<file path="src/rtl/accel_issue_pkg.sv">
// Shared types for the accelerator issue/collect control unit.
package accel_issue_pkg;

    // Result storage widths; the top-level DataWidth/TagWidth default to these.
    localparam int TAG_W  = 4;
    localparam int DATA_W = 64;

    typedef enum logic [1:0] {
        ST_IDLE     = 2'd0,
        ST_REQ      = 2'd1,
        ST_WAIT_RES = 2'd2,
        ST_RES      = 2'd3
    } state_e;

    typedef struct packed {
        logic [TAG_W-1:0]  tag;
        logic [DATA_W-1:0] data;
        logic              except;
    } result_t;

endpackage

</file>
<file path="src/rtl/accel_timeout_counter.sv">
// Watchdog up-counter: clear/enable, terminal-count flag at TermCount-1.
// TermCount == 0 disables the watchdog (tc never asserts).
module accel_timeout_counter #(
    parameter int TermCount = 64
) (
    input  logic clk_i,
    input  logic rst_i,
    input  logic clr_i,
    input  logic en_i,
    output logic tc_o
);

    if (TermCount == 0) begin : g_disabled
        assign tc_o = 1'b0;
    end else begin : g_enabled
        localparam int CntWidth = $clog2(TermCount + 1);

        logic [CntWidth-1:0] r_count;

        // Count waiting cycles; the owner clears it whenever it is not waiting.
        always_ff @(posedge clk_i) begin
            if (rst_i) begin
                r_count <= '0;
            end else if (clr_i) begin
                r_count <= '0;
            end else if (en_i) begin
                r_count <= r_count + 1'b1;
            end
        end

        assign tc_o = en_i && (r_count == CntWidth'(TermCount - 1));
    end

endmodule

</file>
<file path="src/rtl/accel_issue_cu.sv">
// Core-side issue/collect control unit for the iterative accelerator.
// One operation outstanding: issue -> request -> wait -> result to CDB.
//
// state       | meaning
// ST_IDLE     | ready for a new operation from the core
// ST_REQ      | presenting operand/ctl to the accelerator
// ST_WAIT_RES | request accepted, waiting for result (watchdog running)
// ST_RES      | presenting tagged result on the CDB
module accel_issue_cu
    import accel_issue_pkg::*;
#(
    parameter int DataWidth     = DATA_W,
    parameter int TagWidth      = TAG_W,
    parameter int CtlWidth      = 8,
    parameter int TimeoutCycles = 64
) (
    input  logic                 clk_i,
    input  logic                 rst_i,
    input  logic                 flush_i,
    input  logic                 issue_valid_i,
    output logic                 issue_ready_o,
    input  logic [TagWidth-1:0]  issue_tag_i,
    input  logic [CtlWidth-1:0]  issue_ctl_i,
    input  logic [DataWidth-1:0] issue_data_i,
    output logic                 acc_valid_o,
    input  logic                 acc_ready_i,
    output logic [CtlWidth-1:0]  acc_ctl_o,
    output logic [DataWidth-1:0] acc_data_o,
    input  logic                 acc_valid_i,
    output logic                 acc_ready_o,
    input  logic [DataWidth-1:0] acc_data_i,
    output logic                 acc_flush_o,
    output logic                 cdb_valid_o,
    input  logic                 cdb_ready_i,
    output logic [TagWidth-1:0]  cdb_tag_o,
    output logic [DataWidth-1:0] cdb_data_o,
    output logic                 cdb_except_o,
    output logic                 busy_o
);

    state_e                r_state;
    state_e                w_next;
    logic [TagWidth-1:0]   r_req_tag;
    logic [CtlWidth-1:0]   r_req_ctl;
    logic [DataWidth-1:0]  r_req_data;
    result_t               r_res;
    logic                  w_cap_req;
    logic                  w_cap_res;
    logic                  w_timeout;
    logic                  w_tc;

    accel_timeout_counter #(
        .TermCount(TimeoutCycles)
    ) u_timeout (
        .clk_i (clk_i),
        .rst_i (rst_i),
        .clr_i (r_state != ST_WAIT_RES),
        .en_i  (r_state == ST_WAIT_RES),
        .tc_o  (w_tc)
    );

    // State register.
    always_ff @(posedge clk_i) begin
        if (rst_i) begin
            r_state <= ST_IDLE;
        end else begin
            r_state <= w_next;
        end
    end

    // Next-state and capture strobes; flush overrides everything.
    always_comb begin
        w_next    = r_state;
        w_cap_req = 1'b0;
        w_cap_res = 1'b0;
        w_timeout = 1'b0;
        case (r_state)
            ST_IDLE: begin
                if (issue_valid_i) begin
                    w_cap_req = 1'b1;
                    w_next    = ST_REQ;
                end
            end
            ST_REQ: begin
                if (acc_ready_i && acc_valid_i) begin
                    w_cap_res = 1'b1;
                    w_next    = ST_RES;
                end else if (acc_ready_i) begin
                    w_next = ST_WAIT_RES;
                end
            end
            ST_WAIT_RES: begin
                if (acc_valid_i) begin
                    w_cap_res = 1'b1;
                    w_next    = ST_RES;
                end else if (w_tc) begin
                    w_timeout = 1'b1;
                    w_cap_res = 1'b1;
                    w_next    = ST_RES;
                end
            end
            ST_RES: begin
                if (cdb_ready_i) begin
                    w_next = ST_IDLE;
                end
            end
            default: w_next = ST_IDLE;
        endcase
        if (flush_i) begin
            w_next    = ST_IDLE;
            w_cap_req = 1'b0;
            w_cap_res = 1'b0;
        end
    end

    // Request registers hold the operation stable until the accelerator takes it.
    always_ff @(posedge clk_i) begin
        if (rst_i) begin
            r_req_tag  <= '0;
            r_req_ctl  <= '0;
            r_req_data <= '0;
        end else if (w_cap_req) begin
            r_req_tag  <= issue_tag_i;
            r_req_ctl  <= issue_ctl_i;
            r_req_data <= issue_data_i;
        end
    end

    // Result register; a timeout returns zero data with the exception flag.
    always_ff @(posedge clk_i) begin
        if (rst_i) begin
            r_res <= '0;
        end else if (w_cap_res) begin
            r_res.tag    <= TAG_W'(r_req_tag);
            r_res.data   <= w_timeout ? '0 : DATA_W'(acc_data_i);
            r_res.except <= w_timeout;
        end
    end

    assign issue_ready_o = (r_state == ST_IDLE) && !flush_i && !rst_i;
    assign acc_valid_o   = (r_state == ST_REQ);
    assign acc_ready_o   = (r_state == ST_REQ) || (r_state == ST_WAIT_RES);
    assign acc_ctl_o     = r_req_ctl;
    assign acc_data_o    = r_req_data;
    assign acc_flush_o   = flush_i | w_timeout;
    assign cdb_valid_o   = (r_state == ST_RES);
    assign cdb_tag_o     = TagWidth'(r_res.tag);
    assign cdb_data_o    = DataWidth'(r_res.data);
    assign cdb_except_o  = r_res.except;
    assign busy_o        = (r_state != ST_IDLE);

endmodule

</file>
<file path="config.mk">
export PLATFORM = sky130hd
export DESIGN_NAME = accel_issue_cu
export DESIGN_NICKNAME = d
export VERILOG_FILES = /design/src/rtl/accel_issue_pkg.sv /design/src/rtl/accel_timeout_counter.sv /design/src/rtl/accel_issue_cu.sv
export SDC_FILE = /design/constraint.sdc
export NUM_CORES = 1
export LEC_CHECK = 0
export BUFFER_PORTS_ARGS = -buffer_cell sky130_fd_sc_hd__buf_2
export CORE_UTILIZATION = 29
export CTS_CLUSTER_SIZE = 30
export DETAILED_ROUTE_END_ITERATION = 8
export GPL_ROUTABILITY_DRIVEN = 0
export PLACE_DENSITY_LB_ADDON = 0.12
export SLEW_MARGIN = 40
export SYNTH_ARGS = -nofsm -noshare
export SYNTH_HDL_FRONTEND = slang
export SYNTH_SLANG_ARGS = --single-unit
</file>
<file path="constraint.sdc">
create_clock -name clk_i -period 3.5 [get_ports clk_i]
set_input_delay 0.175 -clock clk_i [delete_from_list [all_inputs] [get_ports clk_i]]
set_output_delay 0.175 -clock clk_i [all_outputs]
set_load 0.02 [all_outputs]
</file>
==> results.cfg <==
[status]
run_status = complete, but fails checks
violations = DRC

[routing]
vias = 5548
via_per_inst = 4.56
drc = 44
firstDrtPassIters = 7
first_iter_violations = 309
ant_nets = 0
wl_per_cell_um = 14.0
routed_wl_um = 17000

[synthesis]
yosysWarnings = 0
synth_top_area_share = 0.573
yosys-top-cells-area = dfxtp_1 57%, nand2_1 11%, a22o_1 10%, a21oi_1 7.4%, buf_12 2.2%
synth.avg_cell_area_um2 = 9.69
seq_area_frac_synth = 0.573
synth_edf_count = 0
synthesis.instances = 555
synth_cell_types = 34
yosysMostFrequentCell = nand2_1
ys_seq_elements = 154
ys_top_cells_by_count = 158 x nand2_1, 154 x dfxtp_1, 79 x a21oi_1
synthArstFlopShare = 0
synth_area_um2 = 5380
ys.flop_type = dfxtp_1
synth_area_leader_cell = dfxtp_1
synth_nets = 708

[global_routing]
overflow = 0
grt_pass1_vias = 5694
grt_first_pass_wirelength_um = 27800
grt_max_degree = 91
grt_antenna_before_repair = 0
grt_use_total = 0.182

[setup_path]
crit_type = flip-flop to flip-flop
r2r-start = r_state[0]
worstPathMaxFanout = 64
cp.arrival_ps = 2760
worstPathRequired_ps = 3850
start_kind = flip-flop
reg2reg_depth = 6
critPathCaptureType = flip-flop
cpMostUsedCell = nor3b_4
critical-path-slowest-cell = buf_4
path_cells = inv_1 > ha_1 > nor3b_4 > nor3b_4 > buf_4 > a22o_1
reg2reg_to = cdb_data_o[42]
worst_path_largest_cell_delay_ps = 550
rrSetupSlack_ps = 1100

[final_layout]
fin_nets = 1127
post-route-util = 0.494
diodes = 0
areaGrowthSynthToFinish_pct = 66.1
drive_gt1_frac = 0.341

[clock_network]
cts_tree = built
cts_hold_buf = 140
clk_latency_ps = 420
cts_buffer_depth = 2
clk_pin_slew_ps = 60
clock-sinks = 154
root_buffer = clkbuf_16
h-tree-depth = 4
cts_resized = 0
post_cts_buffers = 0
cts_made_buffers = 17

[timing]
tightest_slew_ps = 704
fmax_mhz = 416
finalCriticalPeriod_ps = 2400
post-route-period-util = 0.686
finalMaxSlewViolations = 0
setup_violations = 0
rsz0062_at_grt = false
setup_tns_ps = 0
relSlewSlack = 0.531
hold_viol = 0
fin_worst_skew_ps = 8.78

[pwr]
power.share.sequential = 0.433
leakagePower_uw = 0.00415
p_int_uw = 3190
clockPowerShare = 0.454
sw_frac_of_total = 0.241
vdd_drop_max_uv = 309
switching_power_uw = 1010
combPwrFrac = 0.113
power_density_nw_per_um2 = 470

[die]
die-height_um = 138
dieWidth_um = 138
initial_core_util = 0.297
num_rows = 49
num_io_pins = 294
die-area_um2 = 19100
coreArea_um2 = 18100

[min_path]
hold_class = input port to flip-flop
hold_start = issue_tag_i[3]
whs_endpoint = r_req_tag[3]
min_path_cells = 3

[placed_design]
dp_hpwl_um = 10900
port_buffers = 293

[run]
maxCapViolCount = 0
per-layer routing:
layer  global-route usage  vias to the layer above  share of wire
li1                     -                     2744              -
met1                0.207                     2581           0.41
met2                0.324                      211           0.51
met3               0.0572                       12          0.072
met4               0.0538                        0         0.0090
met5                    0                        -              0
state kept, by name (all words and copies together), names as in the netlist:
name                         flops
acc_ctl_o                        8
acc_data_o                      64
cdb_data_o                      64
cdb_except_o                     1
cdb_tag_o                        4
r_req_tag                        4
r_state                          2
u_timeout.g_enabled.r_count      7
through the flow:
stage	hold WS [ps]	cells	setup WS, ps	total power [uW]	cell area, um^2
finish	42.7	1216	1100	4200	8940
global placement	391	1043	1250	2200	6910
CTS	7.93	1216	1100	4260	8940
floorplan	272	555	1570	2050	5380
detailed placement	396	1044	1110	2210	6930
global route	39.2	1216	890	4390	8940
cell families after synthesis:
group | count (synthesis) | share of synthesized area
mux | 1 | 0.00186
simple gates | 187 | 0.145
compound gates | 158 | 0.200
xor+xnor | 3 | 0.00489
flops | 154 | 0.573
fa+ha+maj | 6 | 0.0140
buf+inv | 46 | 0.0612
area by class of cell:
type	instances	area, um^2
fill	1677	9150
sequential	154	3080
timing repair buffer	440	2950
multi-input combinational	355	1990
clock buffer	20	447
tap	229	287
clock inverter	12	163
inverter	6	22.5
worst max-delay path by stage:
stage               startpoint        endpoint  slack [ps]  depth (start not counted)
floorplan           r_state[1]  cdb_data_o[10]        1570                          8
global placement    r_state[0]  cdb_data_o[53]        1250                          7
detailed placement  r_state[0]  cdb_data_o[42]        1110                          6
CTS                 r_state[0]  cdb_data_o[48]        1100                          6
global route        r_state[0]  cdb_data_o[55]         890                          7
finish              r_state[0]  cdb_data_o[42]        1100                          6
critical path, delay by kind of cell, from the launching register on:
kind	cells	cell delay, ps
AO/OA/AOI/OAI	1	260
flip-flops	1	380
adder cells (fa/ha/maj)	1	330
AND/OR/NAND/NOR	2	660
buffers and inverters	2	650
layout by cell type (no fill, tap or decap), types with 2 or more instances in the layout:
cell	netlist	routed
inv_6	0	4
a22o_1	64	64
o21ai_0	6	6
clkbuf_1	22	2
dlygate4sd3_1	0	140
nor3b_4	1	2
a21oi_1	79	79
nand4_1	2	2
buf_2	5	292
or3_1	2	2
inv_1	6	6
ha_1	6	6
nor3_1	2	2
clkinv_4	0	2
xor2_1	2	2
nand2b_1	5	5
nand2_1	158	158
nor2_1	7	6
clkinvlp_4	0	2
buf_4	0	5
nand4b_1	4	4
nand3_1	2	2
clkbuf_16	0	17
a31oi_1	2	2
dfxtp_1	154	154
bufinv_16	0	3
power by group through the flow:
stage          clock [uW]  sequential (uW)  combinational, uW
2_1_floorplan           0             1910                134
3_3_place_gp            0             1860                343
3_5_place_dp            0             1860                350
4_1_cts              1970             1820                475
5_1_grt              2050             1830                517
6_report             1910             1820                475
Note: power is estimated with default switching activity, not from simulation.
